===== src/rtl/ras_sequencer.sv =====
// Return-address-stack sequencer: turns front-end call/ret/branch requests and execute
// resolutions into registered RAS pulses. Optional event counters under RAS_SEQ_STATS_EN.
//
//  state     | meaning
//  ----------+-----------------------------------------------------------
//  S_RUN     | normal operation, requests accepted subject to checkpoint limit
//  S_RECOVER | post-flush bubble, fe_ready low while recovery counter runs
module ras_sequencer #(
  parameter int WIDTH          = 32,
  parameter int MAXBRANCHES    = 16,
  parameter int BRANCHES_ADDR  = 4,
  parameter int RECOVER_CYCLES = 1
) (
  input  logic                     clk,
  input  logic                     rst_n,
  input  logic                     fe_valid,
  output logic                     fe_ready,
  input  logic                     fe_call,
  input  logic                     fe_ret,
  input  logic                     fe_br,
  input  logic [WIDTH-1:0]         fe_addr,
  input  logic                     rs_valid,
  input  logic                     rs_mispredict,
  input  logic                     ras_empty,
  output logic                     ras_push,
  output logic                     ras_pop,
  output logic                     ras_branch,
  output logic                     ras_close_valid,
  output logic                     ras_close_invalid,
  output logic [WIDTH-1:0]         ras_din,
  output logic [BRANCHES_ADDR:0]   outstanding,
  output logic                     err_underflow,
  output logic [15:0]              stat_push,
  output logic [15:0]              stat_pop,
  output logic [15:0]              stat_flush,
  output logic [15:0]              stat_stall
);

  localparam int RCW = (RECOVER_CYCLES > 1) ? $clog2(RECOVER_CYCLES) : 1;
  localparam logic [RCW-1:0] REC_LOAD = RCW'(RECOVER_CYCLES - 1);
  localparam logic [BRANCHES_ADDR:0] MAXB = (BRANCHES_ADDR + 1)'(MAXBRANCHES);

  typedef enum logic {S_RUN, S_RECOVER} state_t;

  state_t                 r_state, w_state_nxt;
  logic [RCW-1:0]         r_rec_cnt, w_rec_cnt_nxt;
  logic [BRANCHES_ADDR:0] r_outstanding, w_outstanding_nxt;
  logic                   r_push, r_pop, r_branch, r_close_v, r_close_i, r_err;
  logic [WIDTH-1:0]       r_din;

  logic w_mis, w_cor, w_full, w_ready, w_accept, w_br_acc;
  logic w_close_v, w_close_i, w_uf_set;

  assign w_mis    = rs_valid & rs_mispredict;
  assign w_cor    = rs_valid & ~rs_mispredict;
  assign w_full   = (r_outstanding == MAXB);
  // fe_ready is forced low while in reset so nothing is accepted before the first edge
  assign w_ready  = rst_n && (r_state == S_RUN) && !w_mis && !(fe_br && w_full && !w_cor);
  assign w_accept = fe_valid & w_ready;
  assign w_br_acc = w_accept & fe_br;

  always_comb begin
    w_state_nxt       = r_state;
    w_rec_cnt_nxt     = r_rec_cnt;
    w_outstanding_nxt = r_outstanding;
    w_close_v         = 1'b0;
    w_close_i         = 1'b0;
    w_uf_set          = 1'b0;
    case (r_state)
      S_RUN: begin
        if (w_mis) begin
          if (r_outstanding != '0) begin
            w_close_i         = 1'b1;
            w_outstanding_nxt = '0;
            w_state_nxt       = S_RECOVER;
            w_rec_cnt_nxt     = REC_LOAD;
          end else begin
            w_uf_set = 1'b1;
          end
        end else begin
          if (w_cor) begin
            if (r_outstanding != '0) w_close_v = 1'b1;
            else                     w_uf_set  = 1'b1;
          end
          case ({w_br_acc, w_close_v})
            2'b10:   w_outstanding_nxt = r_outstanding + 1'b1;
            2'b01:   w_outstanding_nxt = r_outstanding - 1'b1;
            default: w_outstanding_nxt = r_outstanding;
          endcase
        end
      end
      S_RECOVER: begin
        // correct resolutions here belong to flushed branches and are dropped
        if (w_mis)                  w_rec_cnt_nxt = REC_LOAD;
        else if (r_rec_cnt == '0)   w_state_nxt   = S_RUN;
        else                        w_rec_cnt_nxt = r_rec_cnt - 1'b1;
      end
      default: w_state_nxt = S_RUN;
    endcase
  end

  always_ff @(posedge clk or negedge rst_n) begin
    if (!rst_n) begin
      r_state       <= S_RUN;
      r_rec_cnt     <= '0;
      r_outstanding <= '0;
      r_push        <= 1'b0;
      r_pop         <= 1'b0;
      r_branch      <= 1'b0;
      r_close_v     <= 1'b0;
      r_close_i     <= 1'b0;
      r_err         <= 1'b0;
      r_din         <= '0;
    end else begin
      r_state       <= w_state_nxt;
      r_rec_cnt     <= w_rec_cnt_nxt;
      r_outstanding <= w_outstanding_nxt;
      r_push        <= w_accept & fe_call;
      r_pop         <= w_accept & fe_ret;
      r_branch      <= w_br_acc;
      r_close_v     <= w_close_v;
      r_close_i     <= w_close_i;
      if (w_uf_set) r_err <= 1'b1;
      if (w_accept && fe_call) r_din <= fe_addr;
    end
  end

  assign fe_ready          = w_ready;
  assign ras_push          = r_push;
  assign ras_pop           = r_pop;
  assign ras_branch        = r_branch;
  assign ras_close_valid   = r_close_v;
  assign ras_close_invalid = r_close_i;
  assign ras_din           = r_din;
  assign outstanding       = r_outstanding;
  assign err_underflow     = r_err;

`ifdef RAS_SEQ_STATS_EN
  logic [15:0] r_stat_push, r_stat_pop, r_stat_flush, r_stat_stall;

  always_ff @(posedge clk or negedge rst_n) begin
    if (!rst_n) begin
      r_stat_push  <= '0;
      r_stat_pop   <= '0;
      r_stat_flush <= '0;
      r_stat_stall <= '0;
    end else begin
      if (r_push && r_stat_push != 16'hFFFF)                r_stat_push  <= r_stat_push + 1'b1;
      if (r_pop && !ras_empty && r_stat_pop != 16'hFFFF)    r_stat_pop   <= r_stat_pop + 1'b1;
      if (r_close_i && r_stat_flush != 16'hFFFF)            r_stat_flush <= r_stat_flush + 1'b1;
      if (fe_valid && !w_ready && r_stat_stall != 16'hFFFF) r_stat_stall <= r_stat_stall + 1'b1;
    end
  end

  assign stat_push  = r_stat_push;
  assign stat_pop   = r_stat_pop;
  assign stat_flush = r_stat_flush;
  assign stat_stall = r_stat_stall;
`else
  // ras_empty only feeds the pop statistic
  logic w_unused;
  assign w_unused   = ras_empty;
  assign stat_push  = '0;
  assign stat_pop   = '0;
  assign stat_flush = '0;
  assign stat_stall = '0;
`endif

endmodule

===== config.mk =====
export PLATFORM = sky130hd
export DESIGN_NAME = ras_sequencer
export DESIGN_NICKNAME = d
export VERILOG_FILES = /design/src/rtl/ras_sequencer.sv
export SDC_FILE = /design/constraint.sdc
export NUM_CORES = 1
export LEC_CHECK = 0
export ABC_AREA = 1
export BUFFER_PORTS_ARGS = -buffer_cell sky130_fd_sc_hd__buf_2
export CORE_UTILIZATION = 40
export DETAILED_ROUTE_END_ITERATION = 8
export PLACE_DENSITY_LB_ADDON = 0.05
export RECOVER_POWER = 25
export REMOVE_ABC_BUFFERS = 1
export SETUP_SLACK_MARGIN = 0.05
export SYNTH_ARGS = -nofsm -noshare
export SYNTH_HDL_FRONTEND = slang
export SYNTH_SLANG_ARGS = --single-unit

===== constraint.sdc =====
create_clock -name clk -period 1.9 [get_ports clk]
set_input_delay 0.38 -clock clk [delete_from_list [all_inputs] [get_ports clk]]
set_output_delay 0.38 -clock clk [all_outputs]
set_load 0.01 [all_outputs]

## After elaboration in Yosys (flattened, before gate mapping)

Cells that the tools add are included.

- Eq/ne operators: 6
- Bitwise gates (word level): 8
- Multiplexer cells: 23
- Reductions and logical operators: 13
- Add/sub/neg operators: 3

Operator list:

| operator | number |
|---|---|
| 1-bit 2-to-1 mux | 18 |
| 5-bit 2-to-1 mux | 2 |
| 5-bit one-hot mux with 2 select lines | 1 |
| 1-bit bitwise AND | 6 |
| 1-bit logical AND | 6 |
| 5-bit by 1-bit adder with 5-bit output (second input constant) | 1 |
| 5-bit == test (second input constant) | 1 |
| 5-bit nonzero test | 1 |
| 5-bit by 1-bit subtractor with 5-bit output (second input constant) | 1 |
| 2-bit by 1-bit != test with 1-bit output (second input constant) | 2 |
| 1-bit one-hot mux with 2 select lines | 2 |
| 1-bit zero test | 3 |
| 3-bit AND reduction | 1 |
| 3-bit nonzero test | 1 |
| 2-bit by 1-bit == test with 1-bit output (second input constant) | 1 |
| 2-bit == test (second input constant) | 1 |
| 2-bit != test (second input constant) | 1 |
| 1-bit inverter | 2 |
| 2-bit AND reduction | 1 |
| 1-bit subtractor (second input constant) | 1 |

- Flip-flop bits (word level): 45
- Input bits: 41

## Longest topological paths before layout

Gate-level depths: netlist (run 1).

- Word-level depth: 11
- Gate-level depth with buffers: 18

## Worst setup path before layout (run 1)

Ideal clock, no wire load.

- Path kind: flip-flop to flip-flop
- Start: register r_outstanding[1] (netlist: outstanding[1])
- End: register r_outstanding[4] (netlist: outstanding[4])
- Arrival: 1.976 ns
- Cell stages (with the launch flop): 18
- Period minus slack after synthesis: 2.094 ns
- Slack: -0.194 ns
- Path through: dfrtp_1 nor2_1 nand3_1 nand2_1 inv_2 nand2_2 inv_1 ha_1 a21oi_1 nand2_1 nand2_1 nand2_1 inv_1 nand3_1 nand2_1 nor2_1 nand2_1 nand2_1

- Longest elaborated chain between the ends: 10
- Elaborated cells between the ends (all ways): 21
- Those cells by class: 2 x add/sub; 4 x eq/ne; 6 x mux; 2 x bitwise; 7 x reduce/logical

RTL lines:

| item | line | RTL |
|---|---|---|
| start, declared | 47 | `logic [BRANCHES_ADDR:0] r_outstanding, w_outstanding_nxt;` |
| start signal, assigned | 117 | `r_outstanding <= w_outstanding_nxt;` |
| 5-bit == test | 56 | `assign w_full = (r_outstanding == MAXB);` |
| 1-bit logical AND (2 in series) | 58 | `assign w_ready = rst_n && (r_state == S_RUN) && !w_mis && !(fe_br && w_full && !w_cor);` |
| 1-bit zero test | 58 |  |
| 1-bit logical AND | 58 |  |
| 1-bit bitwise AND | 59 | `assign w_accept = fe_valid & w_ready;` |
| 1-bit bitwise AND | 60 | `assign w_br_acc = w_accept & fe_br;` |
| 2-bit by 1-bit == test with 1-bit output / 2-bit == test (equally long branches) | 85 | `case ({w_br_acc, w_close_v})` |
| 5-bit one-hot mux with 2 select lines / 3-bit nonzero test (equally long branches) | - |  |
| 5-bit 2-to-1 mux / 3-bit AND reduction (equally long branches) | - |  |

Parallel ways exist; a longest one is shown, timed or not. The select of a mux whose other input is x is not followed.
A chain may end at the register's enable or synchronous reset.

## Worst setup path in the final report (run 1)

- Start: register r_outstanding[0] (netlist: outstanding[0])
- End: register r_outstanding[4] (netlist: outstanding[4])

The elaborated chain is that of the path after synthesis.

==> results by stage, run 1 <==
Floorplan:
- The floorplan has 28 rows.
- The floorplan step defined a core boundary enclosing 0.00599 mm².
- The initial core utilization is 42.0%.
- The overall die area is 0.00661 mm².
- The die is 81.3 µm wide.
- The count of pins on the block boundary is 149.
- The die extent in y is 81.3 µm.

Run status:
- The run finished, with violations left.
- The checks that failed: setup timing.

Place:
- The instance count after placement with tap cells included is 472.
- The congestion estimate from routability-driven global placement came to 0.771.
- In this run the cell area measured after placement is 0.00292 mm².
- After legalization and detailed placement, the total HPWL measured 3910 µm.
- The count of input and output buffers is 83.

Cells and area:
- The cell area after layout is 0.00318 mm².
- The share of final-layout standard cells stronger than drive strength 1 is 38.3%.
- The total number of nets in the final design is 457.
- The final standard cell count with taps included and fillers excluded is 487.
- Measured on the finished design, the core utilization comes to 53.0%.
- The growth of design area from synthesis to finish is 26.1%.
- 0 antenna diodes ended up in the layout.

Clocking:
- Clock latency on the worst-skew pair, taken at its later pin, is 290 ps.
- Clock-pin slew was measured on the worst setup and hold paths at 80 ps.
- In this run the clock root is driven by a sky130_fd_sc_hd__clkbuf_8.
- TritonCTS built the clock tree.
- The total number of H-tree levels is 2.
- Counting along the longest clock path gives a buffer depth of 2.
- CTS saw 44 sinks.
- Clock tree synthesis inserted a total of 5 buffers.

Yosys:
- Yosys printed 0 warnings.
- Counting distinct cell types in the post-synthesis netlist gives 28.
- Of the total synthesized cell area, the portion taken by AND, OR, NAND and NOR gates is 21.0%.
- In the synthesized netlist, the number of instances is 298.
- In this run, synthesis produced a sequential element count of 44.
- The summed instance area of the synthesized netlist is 0.00252 mm².
- The largest family of logic cells by synthesized area is buffers and inverters.
- The adder-cell area share of the yosys netlist is 2.29%.
- The synthesized netlist devotes 0.348% of its cell area to XOR and XNOR gates.
- The fraction of the mapped netlist area in compound gates is 8.10%.
- The mean area per synthesized cell is 8.45 µm².
- Summing the sequential cell areas from Yosys gives 43.7% of the chip area.
- The portion of netlist area occupied by mux cells is 0%.

Timing:
- The worst-margin pin slew is 1050 ps.
- The final-report hold violation count was 0.
- Clock skew on the completed layout was measured at 10.3 ps.
- The maximum achievable frequency is 487 MHz.
- Of the available clock period, the critical path in the final layout requires 108%.
- The worst pin sits at a relative slew slack of 29.9%.
- For the finished layout, the period the worst path requires is 2050 ps.
- The number of pins exceeding their max-slew limit in the final report is 0.
- The final worst setup slack is -153 ps.
- Setup repair after global routing could not meet its margin everywhere.
- The worst hold-check slack is 279 ps.
- Setup violations remaining at the end of the flow were counted as 3.

Pwr:
- Summed over all cells, the static leakage comes to 1.87 nW.
- The fraction of power consumed by the clock network is 15.1%.
- The share of power burned in registers is 37.6%.
- The worst-case IR drop observed on VDD is 476 µV.
- Net switching is 37.3% of the power.
- The logic gate share of total power is 47.3%.
- The cell area power density is 1120 mW/mm².
- The completed layout was analyzed and its total power is 3.57 mW.
- The net switching power of the design is 1.33 mW.
- The internal power of the cells is 2.24 mW.

Drt:
- In the routed design, unresolved DRC markers number 0.
- The average vias per placed instance is 4.21.
- The detailed router placed 2,052 vias in this run.
- The first detailed-routing pass took 4 iterations.
- The total detailed-routing wirelength is 5280 µm.
- After detailed routing, the average wire length per cell comes to 10.8 µm.
- In this run the remaining antenna-violating nets after routing total 0.
- The DRC marker count from the first detailed-route iteration is 67.

Critical path:
- Traced cell by cell, the critical path runs through nor2_4, nand2_2, inv_2, nand2_2, nand4_4, nand2_4, fa_2, nand3b_1, nand3_1, nand2_1, inv_2, nand3_2, nand2_1, nor2_1, nand2_1, nand2_1.
- The critical path required time is 2090 ps.
- The cell repeated most along the worst path is sky130_fd_sc_hd__nand2_1.
- Of all nets on the critical path, the largest fanout is 3.
- The data arrival time at the worst-slack endpoint is 2240 ps.
- The gate family responsible for the most delay along the worst path is simple AND/OR/NAND/NOR gates.
- Together, buffers and inverters on the worst path number 2.
- The setup path with the least slack is of type reg2reg.
- The worst setup path is launched from a flip-flop.
- For this run, the slowest stage of the critical path takes 420 ps.
- The endpoint kind of the worst setup timing path is a flip-flop.
- The slowest cell on the critical path is sky130_fd_sc_hd__dfrtp_1.

Flow run:
- The number of max-cap violations is 0.

GRT:
- The pin count of the biggest net entering global routing is 45.
- The total global-route track usage is 16.4%.
- The wire length of the first global-routing pass is 8180 µm.
- The total congestion overflow is 0.
- The number of global-route vias before repair is 1,843.
- The initial antenna violation count is 0.

Hold path:
- The worst min-delay path category is in2reg.
==> kinds of logic after synthesis <==
| group | count (synthesis) |
|---|---|
| XOR/XNOR | 1 |
| other | 1 |
| AO/OA/AOI/OAI | 40 |
| adder cells (fa/ha/maj) | 4 |
| flip-flops | 44 |
| buffers and inverters | 92 |
| AND/OR/NAND/NOR | 116 |
==> worst min-delay path, delay by kind of cell <==
| kind | cells | cell delay, ps |
|---|---|---|
| and+or+nand+nor | 2 | 80 |
| buffers and inverters | 1 | 70 |
==> cell usage in the layout, fill, tap and decap left out <==
master / synthesis / layout
sky130_fd_sc_hd__nor2_4: 1 / 3
sky130_fd_sc_hd__buf_6: 3 / 7
sky130_fd_sc_hd__dfrtp_1: 44 / 44
sky130_fd_sc_hd__o21ai_1: 7 / 7
sky130_fd_sc_hd__nand3b_1: 1 / 1
sky130_fd_sc_hd__conb_1: 1 / 64
sky130_fd_sc_hd__clkbuf_2: 1 / 1
sky130_fd_sc_hd__o21ai_2: 0 / 1
sky130_fd_sc_hd__inv_1: 16 / 12
sky130_fd_sc_hd__nor2_8: 1 / 1
sky130_fd_sc_hd__xor2_1: 1 / 1
sky130_fd_sc_hd__nand4_4: 0 / 1
sky130_fd_sc_hd__buf_4: 64 / 27
sky130_fd_sc_hd__nand3_1: 9 / 7
sky130_fd_sc_hd__nand2_4: 3 / 4
sky130_fd_sc_hd__inv_4: 0 / 1
sky130_fd_sc_hd__fa_2: 0 / 1
sky130_fd_sc_hd__clkinv_2: 0 / 1
sky130_fd_sc_hd__ha_4: 0 / 2
sky130_fd_sc_hd__a21oi_2: 0 / 5
sky130_fd_sc_hd__nor2_1: 9 / 8
sky130_fd_sc_hd__nand2_2: 4 / 6
sky130_fd_sc_hd__o21ai_0: 26 / 25
sky130_fd_sc_hd__nand3_2: 1 / 3
sky130_fd_sc_hd__nand2_1: 83 / 80
sky130_fd_sc_hd__nor2_2: 2 / 1
sky130_fd_sc_hd__clkbuf_8: 0 / 5
sky130_fd_sc_hd__buf_2: 3 / 81
sky130_fd_sc_hd__ha_1: 3 / 1
sky130_fd_sc_hd__a31o_2: 1 / 1
sky130_fd_sc_hd__inv_2: 3 / 6
sky130_fd_sc_hd__a21oi_1: 6 / 1
sky130_fd_sc_hd__nand4_1: 1 / 1
sky130_fd_sc_hd__clkbuf_1: 2 / 2
==> path summary, 6_finish.rpt <==
check,startpoint,cells after the start,slack [ps],end
setup / recovery,outstanding[0],16,-150,outstanding[4]
hold / removal,fe_addr[21],3,280,ras_din[21]
max in group asynchronous,rst_n,2,720,err_underflow
min in group asynchronous,rst_n,2,530,ras_din[27]
setup reg to reg,outstanding[0],16,-150,outstanding[4]
hold reg to reg,r_state,1,450,ras_close_valid
==> state kept, by name, indices dropped and copies added, names as in the netlist <==
name / cells
ras_din: 32
outstanding: 5
err_underflow: 1
r_state: 1
ras_branch: 1
ras_close_invalid: 1
ras_close_valid: 1
ras_pop: 1
ras_push: 1
==> power groups by stage <==
stage	clock network, mW	logic (mW)	registers (mW)
CTS	0.560	1.53	1.34
global route	0.611	1.87	1.38
finish	0.538	1.69	1.34
global placement	0	1.42	1.35
detailed placement	0	1.44	1.35
floorplan	0	0.594	1.51
==> stage by stage <==
| stage | TNS, ps | setup slack (ps) |
|---|---|---|
| 6_report | -281 | -153 |
| 5_1_grt | -733 | -261 |
| 4_1_cts | -259 | -136 |
| 3_5_place_dp | -470 | -238 |
| 3_3_place_gp | -368 | -217 |
| 2_1_floorplan | -266 | -194 |
==> area by class of cell <==
cell class,count,area [µm²]
clock buffers,6,72.6
clock inverters,1,5.00
fillers,582,2820
inverters,19,73.8
multi-input cells,225,1130
flip-flops and latches,44,1100
well taps,75,93.8
repair buffers,117,696
==> Yosys cell counts (all sizes together) <==
master | number | share of area, %
a21oi | 6 | 1.2
a31o | 1 | 0.35
buf | 70 | 21
clkbuf | 3 | 0.50
conb | 1 | 0.15
dfrtp | 44 | 44
fa | 1 | 0.80
ha | 3 | 1.5
inv | 19 | 2.8
nand2 | 90 | 15
nand3 | 10 | 2.2
nand3b | 1 | 0.30
nand4 | 2 | 0.75
nor2 | 13 | 3.1
o21ai | 33 | 6.6
xor2 | 1 | 0.35
==> what timing repair did <==
action	in CTS	in global routing
setup buffers	3	6
hold buffers	0	0
resized for setup	9	23
pin swaps	9	25
setup endpoints to repair	3	4
==> routing by layer <==
| metal | routed length [µm] | vias to the layer above | global-route usage (%) | part of all wire [%] |
|---|---|---|---|---|
| met3 | 409 | 7 | 3.26 | 7.7 |
| met1 | 2190 | 906 | 19.9 | 41 |
| met5 | 0 | - | 0 | 0 |
| met4 | 75 | 0 | 6.61 | 1.4 |
| met2 | 2610 | 111 | 28.3 | 49 |
| li1 | - | 1028 | - | - |
Note: power is estimated with default switching activity, not from simulation.
==> run 2, diff against run 1 <==
--- a/config.mk
+++ b/config.mk
@@ -7,7 +7,7 @@
 export LEC_CHECK = 0
 export ABC_AREA = 1
 export BUFFER_PORTS_ARGS = -buffer_cell sky130_fd_sc_hd__buf_2
-export CORE_UTILIZATION = 40
+export CORE_UTILIZATION = 25
 export DETAILED_ROUTE_END_ITERATION = 8
 export PLACE_DENSITY_LB_ADDON = 0.05
 export RECOVER_POWER = 25
==> results by stage, run 2 (same netlist as run 1, synthesis figures left out) <==
Critical path:
- The data arrival time at the worst-slack endpoint is 2230 ps (was 2240 ps).
- The critical path class was reg2reg (unchanged).
- The worst reg2reg path endpoint is outstanding[4] (unchanged).
- The critical path required time is 2130 ps (was 2090 ps).
- The worst-case register-to-register setup slack is -90 ps (was -150 ps).
- The top fanout value on the critical path is 3 (unchanged).
- The worst flop-to-flop path startpoint is outstanding[2] (was outstanding[0]).
- The endpoint kind of the worst setup timing path is a flip-flop (unchanged).
- The number of cells traversed by the worst register-to-register path is 17 (was 16).
- The startpoint type of the worst setup path is a flip-flop (unchanged).

Pwr:
- The net switching power of the design was 1.34 mW (was 1.33 mW).
- The cell area power density is 1140 mW/mm² (was 1120 mW/mm²).
- The net switching fraction of the power was 36.9% (was 37.3%).
- The logic gate share of total power is 42.0% (was 47.3%).
- The fraction of power consumed by the clock network is 21.3% (was 15.1%).
- The maximum VDD drop is 372 µV (was 476 µV).
- The leakage power of the design is 1.85 nW (was 1.87 nW).
- The internal power of the cells is 2.29 mW (was 2.24 mW).
- The share of power burned in registers came to 36.8% (was 37.6%).

Cells and area:
- The area used by multi-input combinational logic is 0.00109 mm² (was 0.00113 mm²).
- The share of final-layout standard cells stronger than drive strength 1 was 36.0% (was 38.3%).
- The fill cell instance count of the final layout came to 1,092 (was 582).
- Highest-count cells in the layout ignoring fill and taps: sky130_fd_sc_hd__buf_2, sky130_fd_sc_hd__nand2_1, sky130_fd_sc_hd__conb_1, sky130_fd_sc_hd__dfrtp_1, sky130_fd_sc_hd__buf_4 (unchanged).
- The number of antenna repair diodes came to 0 (unchanged).
- The total number of nets in the final design is 452 (was 457).
- The cell area after layout is 0.00320 mm² (was 0.00318 mm²).
- The growth of design area from synthesis to finish is 26.9% (was 26.1%).
- The sequential cell area came to 0.00110 mm² (unchanged).
- The flip-flop count of the largest register, all copies and words added is 32 (unchanged).
- The leading cell type in the layout, fill and taps excluded is sky130_fd_sc_hd__buf_2 (unchanged).

Clocking:
- The CTS sink count came to 44 (unchanged).
- The total number of H-tree levels is 2 (unchanged).
- The largest buffer count on any clock path is 2 (unchanged).
- The clock tree from TritonCTS is yes (unchanged).
- The clock slew seen by the registers of the worst setup and hold paths is 90 ps (was 80 ps).
- The library cell used as clock root buffer is sky130_fd_sc_hd__clkbuf_8 (unchanged).
- The total CTS buffers is 5 (unchanged).
- The clock latency of the later-clocked register in the worst-skew pair came to 300 ps (was 290 ps).
- The number of buffers inserted by hold repair at cts is 0 (unchanged).

GRT:
- The total congestion overflow is 0 (unchanged).
- The met2 routing resource usage after global routing came to 20.1% (was 28.3%).
- The busiest layer in global routing is met2 (unchanged).
- The global routing met3 resource utilization is 2.94% (was 3.26%).
- The number of global-route vias before repair is 1,872 (was 1,843).
- The pin count of the biggest net entering global routing is 45 (unchanged).
- The wire length of the first global-routing pass is 9510 µm (was 8180 µm).
- The initial antenna violation count is 1 (was 0).
- The met1 track demand over resource is 15.8% (was 19.9%).
- The total global-route track usage is 12.1% (was 16.4%).

Floorplan:
- The die outline width is 102 µm (was 81.3 µm).
- The die extent in y is 102 µm (was 81.3 µm).
- The initial core utilization is 25.8% (was 42.0%).
- The core area is 0.00977 mm² (was 0.00599 mm²).
- The overall die area is 0.0105 mm² (was 0.00661 mm²).
- The count of standard-cell rows was 36 (was 28).
- The count of pins on the block boundary is 149 (unchanged).

Timing:
- The final-report hold violation count is 0 (unchanged).
- The clock period minus final worst setup slack is 1990 ps (was 2050 ps).
- The final worst setup slack is -94.9 ps (was -153 ps).
- The number of pins exceeding their max-slew limit in the final report is 0 (unchanged).
- The final cycle utilization of the critical path was 105% (was 108%).
- The worst-margin pin slew is 1160 ps (was 1050 ps).
- The maximum achievable frequency came to 501 MHz (was 487 MHz).
- The final setup violation count was 2 (was 3).
- The worst clock skew is 8.82 ps (was 10.3 ps).
- The worst hold-check slack is 274 ps (was 279 ps).
- RSZ-0062 raised after global routing: yes (unchanged).
- The relative max-transition margin was 22.9% (was 29.9%).
- The summed negative setup slack over all endpoints is -141 ps (was -281 ps).

Hold path:
- The startpoint of the lowest-slack hold path is fe_addr[17] (was fe_addr[21]).
- The worst hold path depth is 3 (unchanged).
- The worst min-delay path category was in2reg (unchanged).
- The hold-critical path endpoint is ras_din[17] (was ras_din[21]).

Drt:
- The number of iterations in the first detailed-routing pass is 4 (unchanged).
- The post-route antenna net violation count is 0 (unchanged).
- The post-detailed-route wirelength per cell is 11.7 µm (was 10.8 µm).
- The average vias per placed instance was 3.80 (was 4.21).
- The total detailed-routing wirelength came to 6320 µm (was 5280 µm).
- The final routed DRC violation total came to 0 (unchanged).
- The total number of vias is 2,057 (was 2,052).
- The DRC marker count from the first detailed-route iteration is 26 (was 67).

Place:
- The placed instance area is 0.00300 mm² (was 0.00292 mm²).
- The HPWL after detailed placement was 4590 µm (was 3910 µm).
- The setup slack after placement is -280 ps (was -238 ps).
- The global placement routability congestion is 0.755 (was 0.771).
- The count of input and output buffers came to 83 (unchanged).

Run status:
- Violations in the final reports: setup timing (unchanged).
- Status: finished with violations (unchanged).

Flow run:
- The number of max-cap violations is 0 (unchanged).
[run 2: cell types whose count changed in the layout (fill, tap and decap cells not counted), sizes merged]
| cell | delta |
|---|---|
| buf | -5 |
| bufinv | +1 |
[run 2: final cells by class]
type	instances	share of cell area (%)
sequential	44	34.5
inverter	19	2.23
multi-input combinational	225	34.2
clock inverter	2	1.21
timing repair buffer	112	20.1
tap	133	5.21
clock buffer	6	2.58
[run 2: critical path, cell delays in order, from the launching register on]
cell and delay (ps):
sky130_fd_sc_hd__dfrtp_1 410, sky130_fd_sc_hd__nor2_2 150, sky130_fd_sc_hd__nand2_2 80, sky130_fd_sc_hd__inv_2 50, sky130_fd_sc_hd__nand2_2 50, sky130_fd_sc_hd__nand4_4 80, sky130_fd_sc_hd__nand2_4 70, sky130_fd_sc_hd__fa_2 350
sky130_fd_sc_hd__nand3b_1 180, sky130_fd_sc_hd__nand2_1 70, sky130_fd_sc_hd__nand2_1 50, sky130_fd_sc_hd__nand2_1 60, sky130_fd_sc_hd__inv_2 50, sky130_fd_sc_hd__nand3_2 40, sky130_fd_sc_hd__nand2_1 50, sky130_fd_sc_hd__nor2_1 90
sky130_fd_sc_hd__nand2_1 60, sky130_fd_sc_hd__nand2_1 50
[run 2: timing repair]
action / CTS / global route
pin swaps: 2 / 8
setup buffers: 0 / 3
resized for setup: 4 / 10
setup endpoints to repair: 3 / 3
[run 2: routing by layer]
layer | up-vias | routed length [µm]
met5 | - | 13
met4 | 2 | 54
met3 | 9 | 360
met2 | 81 | 2850
met1 | 947 | 3030
li1 | 1018 | -
[run 2: worst max-delay path by stage]
stage | startpoint | endpoint | slack [ps] | cells past startpoint
final | outstanding[2] | outstanding[4] | -90 | 17
after global routing | outstanding[2] | outstanding[4] | -280 | 17
after CTS | outstanding[3] | outstanding[4] | -120 | 16
after detailed placement | rs_valid | outstanding[4] | -280 | 18
after global placement | rs_valid | outstanding[4] | -250 | 18
after floorplan | outstanding[1] | outstanding[4] | -190 | 17
[run 2: power groups by stage]
stage / registers (mW) / clock network, mW / logic, mW
after detailed placement: 1.36 / 0 / 1.45
after global placement: 1.35 / 0 / 1.46
final: 1.34 / 0.772 / 1.53
after floorplan: 1.51 / 0 / 0.594
after CTS: 1.34 / 0.807 / 1.48
after global routing: 1.37 / 0.841 / 1.72
[run 2: stage by stage]
step | power (mW) | util (%) | instances
6_report | 3.63 | 32.7 | 541
5_1_grt | 3.93 | 32.7 | 541
4_1_cts | 3.63 | 32.2 | 538
3_5_place_dp | 2.81 | 30.7 | 530
3_3_place_gp | 2.81 | 30.7 | 530
2_1_floorplan | 2.10 | - | 288
==> run 3, diff against run 2 <==
--- a/config.mk
+++ b/config.mk
@@ -9,7 +9,6 @@
 export BUFFER_PORTS_ARGS = -buffer_cell sky130_fd_sc_hd__buf_2
 export CORE_UTILIZATION = 25
 export DETAILED_ROUTE_END_ITERATION = 8
-export PLACE_DENSITY_LB_ADDON = 0.05
 export RECOVER_POWER = 25
 export REMOVE_ABC_BUFFERS = 1
 export SETUP_SLACK_MARGIN = 0.05
==> results by stage, run 3 (same netlist as run 1, synthesis figures left out) <==
Clocking:
- The clock latency of the later-clocked register in the worst-skew pair is 290 ps (was 300 ps).
- The largest buffer count on any clock path is 2 (unchanged).
- The number of buffers inserted by hold repair at cts came to 0 (unchanged).
- The clock slew seen by the registers of the worst setup and hold paths came to 90 ps (about the same).
- The total number of H-tree levels is 2 (unchanged).
- The total CTS buffers came to 5 (unchanged).
- The library cell used as clock root buffer is sky130_fd_sc_hd__clkbuf_8 (unchanged).
- The clock tree from TritonCTS was yes (unchanged).
- The CTS sink count was 44 (unchanged).

Timing:
- The final setup violation count is 2 (unchanged).
- The clock period minus final worst setup slack is 2040 ps (was 1990 ps).
- RSZ-0062 raised after global routing: yes (unchanged).
- The maximum achievable frequency is 489 MHz (was 501 MHz).
- The worst-margin pin slew is 1120 ps (was 1160 ps).
- The final worst setup slack is -145 ps (was -94.9 ps).
- The summed negative setup slack over all endpoints was -227 ps (was -141 ps).
- The worst clock skew is 5.93 ps (was 8.82 ps).
- The final-report hold violation count is 0 (unchanged).
- The number of pins exceeding their max-slew limit in the final report is 0 (unchanged).
- The final cycle utilization of the critical path is 108% (was 105%).
- The relative max-transition margin is 25.3% (was 22.9%).

Critical path:
- The number of cells traversed by the worst register-to-register path was 16 (was 17).
- The critical path class was reg2reg (unchanged).
- The number of buffer and inverter instances along the worst setup path came to 2 (unchanged).
- The top fanout value on the critical path is 3 (unchanged).
- The startpoint type of the worst setup path is a flip-flop (unchanged).
- Sequence of cells on the critical path: nor2_4, nand2_2, inv_2, nand2_2, nand4_4, nand2_4, fa_2, nand3b_1, nand2_1, nand2_1, nand2_1, inv_2, a21oi_2, nor2_1, nand2_1, nand2_1 (was nor2_2, nand2_2, inv_2, nand2_2, nand4_4, nand2_4, fa_2, nand3b_1, nand2_1, nand2_1, nand2_1, inv_2, nand3_2, nand2_1, nor2_1, nand2_1, nand2_1).
- The critical path required time is 2090 ps (was 2130 ps).
- The cell repeated most along the worst path is sky130_fd_sc_hd__nand2_1 (unchanged).
- The data arrival time at the worst-slack endpoint is 2230 ps (about the same).
- The slowest cell on the critical path is sky130_fd_sc_hd__dfrtp_1 (unchanged).
- The endpoint kind of the worst setup timing path is a flip-flop (unchanged).
- The worst-case register-to-register setup slack came to -140 ps (was -90 ps).
- The gate family responsible for the most delay along the worst path is simple AND/OR/NAND/NOR gates (unchanged).
- The logic depth of the worst path, buffers included is 16 (was 17).
- The delay of the slowest cell on the worst path is 420 ps (was 410 ps).

Cells and area:
- The number of antenna repair diodes is 0 (unchanged).
- The growth of design area from synthesis to finish was 28.5% (was 26.9%).
- The final cell utilization of the core is 33.1% (was 32.7%).
- The total number of nets in the final design is 452 (unchanged).
- The leading cell type in the layout, fill and taps excluded is sky130_fd_sc_hd__buf_2 (unchanged).
- The share of final-layout standard cells stronger than drive strength 1 is 37.5% (was 36.0%).
- The flip-flop count of the largest register, all copies and words added is 32 (unchanged).
- Highest-count cells in the layout ignoring fill and taps: sky130_fd_sc_hd__buf_2, sky130_fd_sc_hd__nand2_1, sky130_fd_sc_hd__conb_1, sky130_fd_sc_hd__dfrtp_1, sky130_fd_sc_hd__o21ai_0 (was sky130_fd_sc_hd__buf_2, sky130_fd_sc_hd__nand2_1, sky130_fd_sc_hd__conb_1, sky130_fd_sc_hd__dfrtp_1, sky130_fd_sc_hd__buf_4).
- The final standard cell count with taps included and fillers excluded is 541 (unchanged).
- The fill cell instance count of the final layout is 1,052 (was 1,092).

Floorplan:
- The count of standard-cell rows is 36 (unchanged).
- The count of pins on the block boundary is 149 (unchanged).
- The overall die area is 0.0105 mm² (unchanged).
- The die extent in y was 102 µm (unchanged).
- The die outline width is 102 µm (unchanged).
- The core area is 0.00977 mm² (unchanged).
- The initial core utilization was 25.8% (unchanged).

GRT:
- The wire length of the first global-routing pass is 8720 µm (was 9510 µm).
- The total congestion overflow came to 0 (unchanged).
- The initial antenna violation count is 0 (was 1).
- The number of global-route vias before repair is 1,837 (was 1,872).
- The total global-route track usage came to 10.9% (was 12.1%).
- The pin count of the biggest net entering global routing is 45 (unchanged).

Drt:
- The total number of vias is 2,055 (was 2,057).
- The number of iterations in the first detailed-routing pass is 4 (unchanged).
- The post-route antenna net violation count is 0 (unchanged).
- The average vias per placed instance is 3.80 (about the same).
- The final routed DRC violation total was 0 (unchanged).
- The post-detailed-route wirelength per cell came to 10.6 µm (was 11.7 µm).
- The DRC marker count from the first detailed-route iteration is 37 (was 26).
- The total detailed-routing wirelength is 5740 µm (was 6320 µm).

Pwr:
- The maximum VDD drop came to 433 µV (was 372 µV).
- The leakage power of the design is 1.85 nW (about the same).
- The cell area power density is 1120 mW/mm² (was 1140 mW/mm²).

Place:
- The instance count after placement with tap cells included is 526 (was 530).
- The count of input and output buffers is 83 (unchanged).
- The global placement routability congestion is 0.832 (was 0.755).
- The HPWL after detailed placement came to 4080 µm (was 4590 µm).

Flow run:
- The number of max-cap violations is 0 (unchanged).

Run status:
- Violations in the final reports: setup timing (unchanged).
- Status: finished with violations (unchanged).

Hold path:
- The worst min-delay path category is in2reg (unchanged).
- The worst hold path depth came to 3 (unchanged).
-- run 3: cell count changes in the layout (fill, tap and decap cells not counted), moves of 2 or more --
| cell | change |
|---|---|
| sky130_fd_sc_hd__buf_4 | -3 |
| sky130_fd_sc_hd__buf_6 | +4 |
| sky130_fd_sc_hd__clkinv_2 | +2 |
| sky130_fd_sc_hd__ha_1 | -2 |
| sky130_fd_sc_hd__ha_4 | +2 |
| sky130_fd_sc_hd__nor2_2 | -2 |
| sky130_fd_sc_hd__nor2_4 | +2 |
-- run 3: power by group --
group	total (mW)	internal, mW	leakage, nW	switching (mW)
Clock	0.608	0.291	0.0510	0.317
Combinational	1.66	0.737	1.24	0.925
Sequential	1.35	1.21	0.555	0.141
-- run 3: per-stage QoR --
stage	power, mW	cell area, µm²	hold WS, ps	worst slack, ps
after floorplan	2.10	2210	84.4	-194
after global placement	2.75	2960	436	-234
after detailed placement	2.78	2960	435	-254
after CTS	3.51	3130	253	-112
after global routing	3.95	3240	273	-352
final	3.62	3240	286	-145
-- run 3: final cells by class --
cell class / instances / area [µm²] / area share, %
Clock buffer: 6 / 82.6 / 2.55
Clock inverter: 2 / 10.0 / 0.309
Tap cell: 133 / 166 / 5.14
Sequential cell: 44 / 1100 / 34.0
Timing Repair Buffer: 112 / 644 / 19.9
Multi-Input combinational cell: 225 / 1150 / 35.6
Inverter: 19 / 78.8 / 2.44
-- run 3: worst paths after layout --
kind | from | to
worst max-delay path | outstanding[0] | outstanding[4]
worst min-delay path | fe_addr[3] | ras_din[3]
worst max register to register | outstanding[0] | outstanding[4]
worst min register to register | r_state | ras_close_valid
max in group asynchronous | rst_n | ras_din[2]
min in group asynchronous | rst_n | ras_close_valid
-- run 3: what timing repair did --
action                                  4_1_cts  5_1_grt
gates resized for setup                      10       22
setup buffers                                 6        4
pin swaps                                     8       14
endpoints found under the setup margin        3        6
-- run 3: routing by layer --
metal,up-vias,wire length [µm],GRT usage [%]
met5,-,0,0
met4,0,24,2.75
met3,4,355,3.21
met2,85,2790,19.4
met1,945,2570,12.9
li1,1021,-,-
-- run 3: worst min-delay path: cells and delay by family --
kind	cells	cell delay [ps]
buffers and inverters	1	80
and+or+nand+nor	2	90
